==> src/rtl/kyber_exchange_top.sv <==
// Kyber-style key exchange sequencer: server keygen/pk stream, client ct stream.
// Arithmetic cores are fixed-latency stand-ins with xorshift32 payloads.
module kyber_exchange_top #(
  parameter int          KEYGEN_LAT = 64,
  parameter int          ENC_LAT    = 64,
  parameter int          DEC_LAT    = 64,
  parameter logic [31:0] SEED       = 32'h00000001
) (
  input  logic        clk,
  input  logic        rst,
  input  logic        start,
  input  logic [2:0]  k,
  output logic        ready_pk,
  output logic        ready_c,
  output logic        req_pk,
  output logic        req_c,
  output logic        valid_server,
  output logic        valid_client,
  output logic [31:0] dout_server,
  output logic [31:0] dout_client
);

  typedef enum logic [2:0] {
    S_IDLE, S_KEYGEN, S_PKRDY, S_PKOUT, S_WAITCT, S_DEC
  } s_state_t;

  typedef enum logic [2:0] {
    C_IDLE, C_PKIN, C_ENC, C_CTRDY, C_CTOUT
  } c_state_t;

  function automatic logic [31:0] xs32(input logic [31:0] x);
    logic [31:0] y;
    y = x ^ (x << 13);
    y = y ^ (y >> 17);
    y = y ^ (y << 5);
    return y;
  endfunction

  s_state_t    s_st, s_nx;
  c_state_t    c_st, c_nx;
  logic [2:0]  k_q;
  logic [15:0] pkw, ctw;
  logic [15:0] sc, sc_d, cc, cc_d;
  logic [31:0] sx, sx_d, cx, cx_d;
  logic [31:0] acc, acc_d, acc_nx;
  logic        rpk_d, rqc_d, vs_d;
  logic        rc_d, rqp_d, vc_d;
  logic [31:0] ds_d, dc_d;
  logic        k_ok, accept;

  assign k_ok   = (k == 3'd2) || (k == 3'd3) || (k == 3'd4);
  assign accept = start && k_ok && (s_st == S_IDLE) && (c_st == C_IDLE);
  assign acc_nx = acc ^ dout_server;

  always_comb begin
    pkw = 16'd8 + 16'd96 * {13'd0, k_q};
    ctw = 16'd192;
    unique case (1'b1)
      (k_q == 3'd3): ctw = 16'd272;
      (k_q == 3'd4): ctw = 16'd392;
      default:       ctw = 16'd192;
    endcase
  end

  always_comb begin
    s_nx  = s_st;
    sc_d  = sc;
    sx_d  = sx;
    rpk_d = ready_pk;
    rqc_d = 1'b0;
    vs_d  = 1'b0;
    ds_d  = dout_server;
    unique case (s_st)
      S_IDLE: if (accept) begin
        s_nx = S_KEYGEN;
        sc_d = '0;
        sx_d = SEED;
      end
      S_KEYGEN: if (sc == 16'(KEYGEN_LAT)) begin
        rpk_d = 1'b1;
        s_nx  = S_PKRDY;
      end else sc_d = sc + 16'd1;
      S_PKRDY: if (req_pk) begin
        rpk_d = 1'b0;
        vs_d  = 1'b1;
        ds_d  = xs32(sx);
        sx_d  = xs32(sx);
        sc_d  = 16'd1;
        s_nx  = S_PKOUT;
      end
      S_PKOUT: if (sc == pkw) begin
        sc_d = '0;
        s_nx = S_WAITCT;
      end else begin
        vs_d = 1'b1;
        ds_d = xs32(sx);
        sx_d = xs32(sx);
        sc_d = sc + 16'd1;
      end
      S_WAITCT: begin
        rqc_d = ready_c && !req_c;
        if (valid_client) begin
          if (sc == ctw - 16'd1) begin
            sc_d = '0;
            s_nx = S_DEC;
          end else sc_d = sc + 16'd1;
        end
      end
      S_DEC: if (sc == 16'(DEC_LAT)) s_nx = S_IDLE;
             else sc_d = sc + 16'd1;
      default: s_nx = S_IDLE;
    endcase
  end

  // Client seeds its generator from the XOR of every pk word it absorbed.
  always_comb begin
    c_nx  = c_st;
    cc_d  = cc;
    cx_d  = cx;
    acc_d = acc;
    rc_d  = ready_c;
    rqp_d = 1'b0;
    vc_d  = 1'b0;
    dc_d  = dout_client;
    unique case (c_st)
      C_IDLE: if (accept) begin
        c_nx  = C_PKIN;
        cc_d  = '0;
        acc_d = '0;
      end
      C_PKIN: begin
        rqp_d = ready_pk && !req_pk;
        if (valid_server) begin
          acc_d = acc_nx;
          if (cc == pkw - 16'd1) begin
            cc_d = '0;
            cx_d = (acc_nx == '0) ? 32'd1 : acc_nx;
            c_nx = C_ENC;
          end else cc_d = cc + 16'd1;
        end
      end
      C_ENC: if (cc == 16'(ENC_LAT - 1)) begin
        rc_d = 1'b1;
        c_nx = C_CTRDY;
      end else cc_d = cc + 16'd1;
      C_CTRDY: if (req_c) begin
        rc_d = 1'b0;
        vc_d = 1'b1;
        dc_d = xs32(cx);
        cx_d = xs32(cx);
        cc_d = 16'd1;
        c_nx = C_CTOUT;
      end
      C_CTOUT: if (cc == ctw) c_nx = C_IDLE;
      else begin
        vc_d = 1'b1;
        dc_d = xs32(cx);
        cx_d = xs32(cx);
        cc_d = cc + 16'd1;
      end
      default: c_nx = C_IDLE;
    endcase
  end

  always_ff @(posedge clk or negedge rst) begin
    if (!rst) begin
      s_st         <= S_IDLE;
      c_st         <= C_IDLE;
      k_q          <= '0;
      sc           <= '0;
      cc           <= '0;
      sx           <= '0;
      cx           <= '0;
      acc          <= '0;
      ready_pk     <= 1'b0;
      ready_c      <= 1'b0;
      req_pk       <= 1'b0;
      req_c        <= 1'b0;
      valid_server <= 1'b0;
      valid_client <= 1'b0;
      dout_server  <= '0;
      dout_client  <= '0;
    end else begin
      s_st         <= s_nx;
      c_st         <= c_nx;
      if (accept) k_q <= k;
      sc           <= sc_d;
      cc           <= cc_d;
      sx           <= sx_d;
      cx           <= cx_d;
      acc          <= acc_d;
      ready_pk     <= rpk_d;
      ready_c      <= rc_d;
      req_pk       <= rqp_d;
      req_c        <= rqc_d;
      valid_server <= vs_d;
      valid_client <= vc_d;
      dout_server  <= ds_d;
      dout_client  <= dc_d;
    end
  end

endmodule

==> config.mk <==
export PLATFORM = sky130hd
export DESIGN_NAME = kyber_exchange_top
export DESIGN_NICKNAME = d
export VERILOG_FILES = /design/src/rtl/kyber_exchange_top.sv
export SDC_FILE = /design/constraint.sdc
export NUM_CORES = 1
export LEC_CHECK = 0
export CAP_MARGIN = 30
export CORE_ASPECT_RATIO = 1.75
export CORE_MARGIN = 2
export CORE_UTILIZATION = 54
export DETAILED_ROUTE_END_ITERATION = 12
export PLACE_DENSITY = 0.73
export SLEW_MARGIN = 20
export SYNTH_ARGS = -nofsm -noshare
export SYNTH_HDL_FRONTEND = slang
export SYNTH_SLANG_ARGS = --single-unit
==> constraint.sdc <==
create_clock -name clk -period 2.9 [get_ports clk]
set_clock_uncertainty 0.2 [all_clocks]
set_input_delay 0.58 -clock clk [delete_from_list [all_inputs] [get_ports clk]]
set_output_delay 0.58 -clock clk [all_outputs]
set_load 0.1 [all_outputs]
==> flow_summary.json, run 1 <==
{
  "status": "complete, but fails checks",
  "violations": "setup timing",
  "synth_largest_area_cell": "dfrtp_1",
  "dp_hpwl_mm": 21.9,
  "ys_types": 79,
  "p_int_mw": 4.61,
  "cp_data_arrival_time_ns": 3.22,
  "irDropWorstVdd_mv": 0.443,
  "leakagePower_nw": 6.29,
  "placementRows": 70,
  "placed_area_um2": 12600,
  "wl_mm": 30.7,
  "cts_num_sinks": 207,
  "ys_seq_elements": 207,
  "seq_area_um2": 5180,
  "timing.rr.start": "k_q[1]",
  "core_um2": 20800,
  "critPathSlowestCell": "fa_2",
  "r2r_cells": 10,
  "max_freq_ghz": 0.329,
  "power_density_nw_per_um2": 424,
  "fp.dieW_um": 113,
  "wire_per_inst_um": 19.9,
  "multiInputGateArea_um2": 5970,
  "rsz0062_at_grt": "true",
  "setup-tns-final_ns": -3.44,
  "dieArea_um2": 22200,
  "max_cap_viol_count": 0,
  "switching_share_pct": 20.7,
  "clockBufferDepth": 3,
  "synth_top_family_by_area": "compound AO/OA/AOI/OAI gates",
  "yosys.area_share.adder_pct": 1.06,
  "viasPerCell": 5.91,
  "clkTransAtPathRegs_ns": 0.07,
  "cp-start-kind": "flip-flop",
  "num-fill-cells": 1676,
  "total_power_mw": 5.82,
  "synth-seq-area-share_pct": 45.8,
  "io_buffers": 75,
  "die_y_um": 195,
  "maxSlewHeadroom_pct": 57.7,
  "synth_cells": 1142,
  "path_cells": "ha_2 > inv_2 > fa_2 > xor2_2 > nand4_1 > nor4b_4 > a22oi_2 > o21ai_4 > clkbuf_16 > mux2_4",
  "critPathMaxStageDelay_ns": 0.57,
  "hold_end": "dout_client[4]",
  "yosys.area_share.simple_pct": 14.7,
  "synthFlopType": "dfrtp_1",
  "cts_buffers": 21,
  "fin_nets": 1292,
  "drt_first_iter_violations": 565,
  "clkPwrFrac_pct": 49.1,
  "hp-start": "dout_client[4]",
  "hold_path_depth": 1,
  "period_needed_ns": 3.04,
  "antenna_found_initial": 0,
  "ys_warn_count": 0,
  "netlist_area_um2": 11300,
  "endpoint_kind": "flip-flop",
  "io_pins": 76,
  "synth_xor_area_share_pct": 13.6,
  "synth.most_common_cell": "dfrtp_1",
  "async_flop_share_pct": 100,
  "power.switching_mw": 1.21,
  "grt_pass1_vias": 9279,
  "synthTopCellsByCount": "dfrtp_1 (207), nand2_1 (163), xnor2_1 (127)",
  "post-route-drc-count": 0,
  "overflow": 0,
  "grt_util_all_layers_pct": 27.6,
  "n_antenna_cell": 0,
  "gp_congestion": 0.887,
  "dr.pass1.iters": 5,
  "timing.rr.end": "cx[30]",
  "final_area_um2": 13700,
  "synth_edf_count": 0,
  "finalWorstSetupSlack_ns": -0.136,
  "cp_max_fo": 8,
  "synth_compound_area_share_pct": 14.9,
  "grt_pass1_wl_mm": 48.5,
  "synthesis.nets": 1157,
  "syn2layout_area_growth_pct": 21.3,
  "worst_pin_slew_ns": 0.630,
  "seqPwrFrac_pct": 49.6,
  "netlist.area_leader.share_pct": 45.8,
  "period_share_pct": 105,
  "synth_area_per_cell_um2": 9.91,
  "start_util_pct": 54.5,
  "required_ns": 3.08,
  "setup_viol": 32,
  "drt.antenna.violating_nets": 0,
  "grt_max_degree": 66,
  "ctsRootBufferMaster": "clkbuf_16",
  "clk_latency_ns": 0.50,
  "pre_cts_ws_ns": -0.188,
  "hold_class": "reg2reg",
  "drive_gt1_share_pct": 23.3,
  "p_comb_share_pct": 1.3,
  "drv_slew": 0,
  "cts_tree": "built",
  "hold_violations": 0,
  "cts.htree.levels": 1,
  "via_count": 9114,
  "criticalPathCategory": "reg2reg",
  "r2r_setup_slack_ns": -0.14,
  "synth_area_leaders": "dfrtp_1 (46%), xnor2_1 (9.8%), nand2_1 (5.4%)",
  "synth.area.mux_share_pct": 6.49
}
[worst max-delay path: cells and delay by family (launching register included)]
family | cells | cell delay (ns)
and+or+nand+nor | 2 | 0.51
buffers and inverters | 2 | 0.29
DFF | 1 | 0.37
AOI/OAI and AO/OA | 2 | 0.30
adders and majority gates | 2 | 0.77
muxes | 1 | 0.30
xor gates and xnor gates | 1 | 0.18
[layout by cell type (no fill, tap or decap), types with 5 or more instances in the layout]
master	instances
a21o_1	23
a21oi_1	9
a22o_1	27
and3_1	6
buf_12	7
buf_4	151
clkbuf_16	24
clkbuf_8	5
dfrtp_1	207
ha_1	6
inv_1	18
mux2_2	30
mux2_4	29
mux2i_1	6
nand2_1	162
nand2b_1	5
nand3_1	16
nand4_1	13
nor2_1	73
nor2b_1	13
nor3_1	11
nor4_1	10
o211ai_1	31
o21ai_0	114
o22ai_1	6
o2bb2ai_1	7
xnor2_1	127
xor2_1	45
[metal layers]
layer | GRT usage (%) | vias up | share of wire [%]
met5 | 0 | - | 0
met4 | 14.2 | 0 | 5.5
met3 | 2.76 | 91 | 3.2
met2 | 51.7 | 253 | 54
met1 | 30.2 | 4534 | 37
li1 | - | 4236 | -
[logic make-up (layout without fill, tap and decap cells)]
family | after synthesis | after routing
AO/OA/AOI/OAI | 253 | 253
XOR/XNOR | 174 | 174
adder cells (fa/ha/maj) | 9 | 9
buffers and inverters | 80 | 229
flip-flops | 207 | 207
multiplexers | 66 | 66
AND/OR/NAND/NOR | 353 | 353
[metrics by stage]
stage,hold WS [ns],util [%],std cells
2_1_floorplan,0.0844,-,1142
3_3_place_gp,0.275,60.8,1494
3_5_place_dp,0.285,60.9,1494
4_1_cts,0.300,65.4,1540
5_1_grt,0.305,66.1,1543
6_report,0.294,66.1,1543
[cell type report]
type	instances	area share, %
inverters	21	0.574
clock buffers	28	4.31
flip-flops and latches	207	37.7
clock inverters	9	0.948
multi-input cells	855	43.5
well taps	252	2.30
repair buffers	171	10.6
[registers in the layout, summed over array words and instances (netlist names), 3 cells and up]
name / count
sc: 16
sx: 32
dout_client: 32
c_st: 3
acc: 32
dout_server: 32
cx: 32
k_q: 3
s_st: 3
cc: 16
[timing repair]
item                       in CTS  in global routing
pin swaps                       0                 12
cloned                          2                  3
buffers inserted                6                  2
setup endpoints to repair      89                102
hold endpoints to repair       61                  0
gates resized for setup        27                 27
hold buffers                    1                  0
[worst max-delay path by stage]
stage | startpoint | end | slack, ns | depth (start not counted)
global route | k_q[1] | cx[11] | -0.28 | 10
global placement | k_q[1] | cc[4] | -0.49 | 10
CTS | k_q[1] | cx[24] | -0.05 | 11
detailed placement | k_q[1] | sc[2] | -0.19 | 11
floorplan | k_q[0] | sx[0] | 0.04 | 11
finish | k_q[1] | cx[30] | -0.14 | 10
[power by group through the flow]
stage	clock (mW)	combinational [mW]	sequential, mW
floorplan	0	0.00128	2.94
global placement	0	0.0804	2.94
detailed placement	0	0.0809	2.94
CTS	2.89	0.0825	2.89
global route	3.01	0.0907	2.88
finish	2.85	0.0776	2.89
(Power assumes the default switching activity.)
==> run 2, diff against run 1 <==
REMOVE_ABC_BUFFERS = 1   (was unset)
==> run 2 against run 1 <==
Effect of this change: the run still ends with setup timing left; non-clock buffer count down 7; hold slack got worse by 0.0058 ns; critical endpoint is now cx[22]; via count grew 0.52%; first-iteration DRC count rose by 9.0%; combinational power grew 2%; fmax rose by 2.5%; highest routed layer unchanged; global-route usage decreased by 1.7 points.
==> flow_summary.json, run 2 (synthesis results as in run 1) <==
{
  "fp.dieW_um": 113,
  "cp_max_fo": 13,
  "grt_pass1_wl_mm": 46.1,
  "leakagePower_nw": 6.31,
  "irDropWorstVdd_mv": 0.469,
  "power_density_nw_per_um2": 413,
  "num-fill-cells": 1646,
  "final_cells": 1533,
  "wl_mm": 30.6,
  "final_area_um2": 13900,
  "dp_hpwl_mm": 20.7,
  "endpoint_kind": "flip-flop",
  "final_cell_mix": "dfrtp_1 (207), nand2_1 (162), buf_4 (134), xnor2_1 (127), o21ai_0 (111)",
  "highest_layer": "met4",
  "start_util_pct": 54.5,
  "place_inst": 1480,
  "cts_num_sinks": 207,
  "n_antenna_cell": 0,
  "required_ns": 3.08,
  "cp-start-kind": "flip-flop",
  "clkPwrFrac_pct": 48.2,
  "hold_violations": 0,
  "worst_pin_slew_ns": 0.689,
  "cp_num_buf_inv": 2,
  "fin_nets": 1285,
  "via_count": 9161,
  "mostFrequentLayoutCell": "dfrtp_1",
  "dieArea_um2": 22200,
  "p_int_mw": 4.53,
  "cp_data_arrival_time_ns": 3.14,
  "violations": "setup timing",
  "hp-start": "dout_client[0]",
  "timing.rr.start": "k_q[1]",
  "max_cap_viol_count": 0,
  "switching_share_pct": 21.0,
  "setup_viol": 29,
  "finalHoldWorstSlack_ns": 0.289,
  "placed_area_um2": 12500,
  "rsz0062_at_grt": "true",
  "period_share_pct": 102,
  "drv_slew": 0,
  "antenna_found_initial": 0,
  "wl_met3_mm": 1.10,
  "grt_util_all_layers_pct": 25.8,
  "cts.htree.levels": 1,
  "timing.rr.end": "cx[22]",
  "setup-tns-final_ns": -1.15,
  "grt_pass1_vias": 8889,
  "postLayoutCoreUtil_pct": 66.8,
  "clkTransAtPathRegs_ns": 0.06,
  "overflow": 0,
  "r2r_setup_slack_ns": -0.06,
  "drive_gt1_share_pct": 23.9,
  "cpLargestDelayFamily": "adder cells",
  "grt_max_degree": 68,
  "criticalPathCategory": "reg2reg",
  "multiInputGateArea_um2": 6090,
  "io_buffers": 75,
  "drt_first_iter_violations": 616,
  "path_cells": "ha_2 > inv_2 > fa_2 > xor2_2 > nand4_1 > nor4b_4 > a22oi_2 > o21ai_4 > buf_12 > mux2_1",
  "critPathSlowestCell": "fa_2",
  "hold_path_depth": 1,
  "cts_buffers": 21,
  "clockBufferDepth": 3,
  "seqPwrFrac_pct": 50.4,
  "clk_latency_ns": 0.50,
  "hold_class": "reg2reg",
  "wl_met1_mm": 10.8,
  "syn2layout_area_growth_pct": 22.5,
  "critPathLaunch": "k_q[1]",
  "pre_cts_ws_ns": -0.207,
  "die_y_um": 195,
  "r2r_cells": 10,
  "post-route-drc-count": 0,
  "core_um2": 20800,
  "gp_congestion": 0.908,
  "max_freq_ghz": 0.338,
  "drt.antenna.violating_nets": 0,
  "finalWorstSetupSlack_ns": -0.0622,
  "seq_area_um2": 5180,
  "wl_met2_mm": 17.1,
  "wire_per_inst_um": 19.9,
  "placementRows": 70,
  "viasPerCell": 5.98,
  "maxSlewHeadroom_pct": 53.9,
  "power.switching_mw": 1.20,
  "io_pins": 76,
  "total_power_mw": 5.73,
  "period_needed_ns": 2.96,
  "hold_end": "dout_client[0]",
  "critPathMaxStageDelay_ns": 0.56,
  "status": "complete, but fails checks",
  "ctsRootBufferMaster": "clkbuf_16",
  "dr.pass1.iters": 5,
  "cts_tree": "built",
  "p_comb_share_pct": 1.4
}
## run 2: cell types whose count changed in the layout (fill, tap and decap cells not counted), sizes merged
cell    previous run  this run
clkbuf            32        34
clkinv             4         5
inv               22        20
bufinv             3         2
buf              162       152
## run 2: worst max-delay path by stage
stage	to	slack [ns]	depth (start not counted)
3_5_place_dp	cc[4]	-0.21	10
3_3_place_gp	cc[4]	-0.12	10
5_1_grt	cx[14]	-0.21	10
2_1_floorplan	sx[10]	-2.25	10
6_report	cx[22]	-0.06	10
4_1_cts	cx[17]	-0.05	10
## run 2: area by class of cell
cell class	instances	share of cell area, %
Sequential cell	207	37.4
Timing Repair Buffer	164	10.9
Clock inverter	7	0.632
Multi-Input combinational cell	855	43.9
Tap cell	252	2.27
Inverter	21	0.586
Clock buffer	27	4.31
## run 2: power groups by stage
stage	clock network, mW	registers (mW)	logic [mW]
after floorplan	0	2.94	0.00128
after global placement	0	2.94	0.0811
after detailed placement	0	2.94	0.0816
after CTS	2.79	2.89	0.0830
after global routing	2.91	2.88	0.0917
final	2.76	2.89	0.0791
## run 2: what timing repair did
action	in CTS	in global routing
resized for setup	7	86
cloned	1	9
endpoints found under the setup margin	91	143
buffers inserted	3	5
hold buffers	1	0
endpoints found under the hold margin	46	0
pin swaps	2	56
## run 2: per-layer routing
metal	track usage, %	vias up
met5	0	-
met4	11.9	0
met3	2.76	93
met2	48.7	257
met1	28.6	4582
li1	-	4229
## run 2: worst reg2reg max path, stage by stage, from the launching register on
cell and delay, ns:
dfrtp_1 0.39, ha_2 0.20, inv_2 0.04, fa_2 0.56, xor2_2 0.15, nand4_1 0.16
nor4b_4 0.29, a22oi_2 0.12, o21ai_4 0.19, buf_12 0.20, mux2_1 0.34
==> run 3, diff against run 2 <==
CORE_UTILIZATION = 60   (was 54)
PLACE_DENSITY = 0.77   (was 0.73)
clock period = 3.4 ns   (was 2.9 ns; I/O delays follow)
==> run 3 against run 2 <==
Effect of this change: the flow now finishes without violations; non-clock buffer count decreased by 61; core utilization up 2.5 points; cell count fell by 4.8%; first-iteration DRC count is 40% lower; critical path depth did not move; sequential share of layout area rose by 2.9 points; count of clock-buffer cells in the layout up 2; register-to-register slack gained 0.33 ns; global-route usage increased by 2.3 points; largest cell class unchanged.
==> flow_summary.json, run 3 (synthesis results as in run 1) <==
{
  "wl_mm": 27.6,
  "irDropWorstVdd_mv": 0.414,
  "post-route-drc-count": 0,
  "io_pins": 76,
  "n_antenna_cell": 0,
  "maxSlewHeadroom_pct": 59.1,
  "cts_tree": "built",
  "grt_max_degree": 66,
  "status": "complete, no violations",
  "max_freq_ghz": 0.319,
  "overflow": 0,
  "critPathSlowestCell": "fa_1",
  "criticalPathCategory": "reg2reg",
  "ctsRootBufferMaster": "clkbuf_16",
  "drv_slew": 0,
  "required_ns": 3.57,
  "drive_gt1_share_pct": 15.6,
  "critPathMaxStageDelay_ns": 0.52,
  "grt_pass1_wl_mm": 44.7,
  "dieArea_um2": 20000,
  "path_cells": "ha_1 > inv_1 > fa_1 > xor2_1 > nand4_1 > nor4b_2 > a22oi_2 > o21ai_2 > buf_12 > mux2_1",
  "start_util_pct": 60.9,
  "postCtsSetupBuffers": 0,
  "max_cap_viol_count": 0,
  "drt.antenna.violating_nets": 0,
  "clk_latency_ns": 0.49,
  "cp-start-kind": "flip-flop",
  "r2r_cells": 10,
  "cts_buffers": 20,
  "dp_hpwl_mm": 20.2,
  "viasPerCell": 5.99,
  "period_needed_ns": 3.13,
  "leakagePower_nw": 5.91,
  "power_density_nw_per_um2": 380,
  "endpoint_kind": "flip-flop",
  "wire_per_inst_um": 18.9,
  "gp_congestion": 0.888,
  "fp.dieW_um": 108,
  "drt_first_iter_violations": 369,
  "syn2layout_area_growth_pct": 13.7,
  "mostFrequentLayoutCell": "dfrtp_1",
  "hold_violations": 0,
  "hold_path_depth": 1,
  "period_share_pct": 92.1,
  "rsz0062_at_grt": "false",
  "fin_nets": 1223,
  "grt_util_all_layers_pct": 28.1,
  "core_um2": 18600,
  "via_count": 8747,
  "clockBufferDepth": 3,
  "setup_viol": 0,
  "hold_class": "reg2reg",
  "cp_max_fo": 32,
  "placementRows": 66,
  "cts_num_sinks": 207,
  "total_power_mw": 4.89,
  "antenna_found_initial": 0,
  "dr.pass1.iters": 5,
  "io_buffers": 75,
  "final_cell_mix": "dfrtp_1 (207), nand2_1 (162), xnor2_1 (127), o21ai_0 (114), buf_4 (92)",
  "cp_data_arrival_time_ns": 3.30,
  "worst_pin_slew_ns": 0.609,
  "clkTransAtPathRegs_ns": 0.07,
  "cts.htree.levels": 1,
  "postLayoutCoreUtil_pct": 69.3,
  "num-fill-cells": 1447,
  "die_y_um": 186,
  "grt_pass1_vias": 8779
}
## run 3: worst max-delay path, delay by kind of cell (launching register included)
kind | cells | cell delay, ns
XOR/XNOR | 1 | 0.19
flip-flops | 1 | 0.40
AND/OR/NAND/NOR | 2 | 0.46
AO/OA/AOI/OAI | 2 | 0.31
adder cells (fa/ha/maj) | 2 | 0.75
multiplexers | 1 | 0.36
buffers and inverters | 2 | 0.31
## run 3: final cells by class
class | count | area [µm²] | share of cell area [%]
Multi-Input combinational cell | 855 | 5750 | 44.7
Tap cell | 238 | 298 | 2.31
Clock buffer | 29 | 616 | 4.78
Timing Repair Buffer | 103 | 855 | 6.64
Inverter | 21 | 78.8 | 0.613
Sequential cell | 207 | 5180 | 40.3
Clock inverter | 7 | 87.6 | 0.681
## run 3: per-stage QoR
stage / setup slack, ns / instance area, µm² / instances / hold WS, ns / setup TNS (ns)
after global routing: 0.0252 / 12900 / 1460 / 0.313 / 0
after floorplan: -1.75 / 11000 / 1083 / 0.184 / -63.64
after CTS: 0.0976 / 12900 / 1460 / 0.303 / 0
after global placement: 0.217 / 12200 / 1423 / 0.277 / 0
final: 0.268 / 12900 / 1460 / 0.299 / 0
after detailed placement: 0.119 / 12200 / 1423 / 0.281 / 0
## run 3: timing repair
item                                   in CTS  in global routing
hold buffers                                1                  0
gates resized for setup                     0                  1
setup endpoints to repair                   0                 12
endpoints found under the hold margin      49                  0
## run 3: worst paths after layout
check / slack [ns] / start / endpoint
worst max-delay path: 0.27 / k_q[1] / cx[25]
min in group asynchronous: 0.53 / rst / cc[10]
worst min-delay path: 0.30 / acc[21] / acc[21]
max in group asynchronous: 1.66 / rst / dout_server[30]
worst max register to register: 0.27 / k_q[1] / cx[25]
worst min register to register: 0.30 / acc[21] / acc[21]
## run 3: power breakdown
group	switching [mW]	internal [mW]
logic	0.0507	0.0122
clock network	0.952	1.41
registers	0	2.46
## run 3: layer usage
| layer | track usage, % | share of wire (%) |
|---|---|---|
| met1 | 31.0 | 37 |
| met3 | 3.08 | 3.6 |
| met2 | 52.9 | 55 |
| met4 | 13.6 | 5.1 |
| met5 | 0 | 0 |
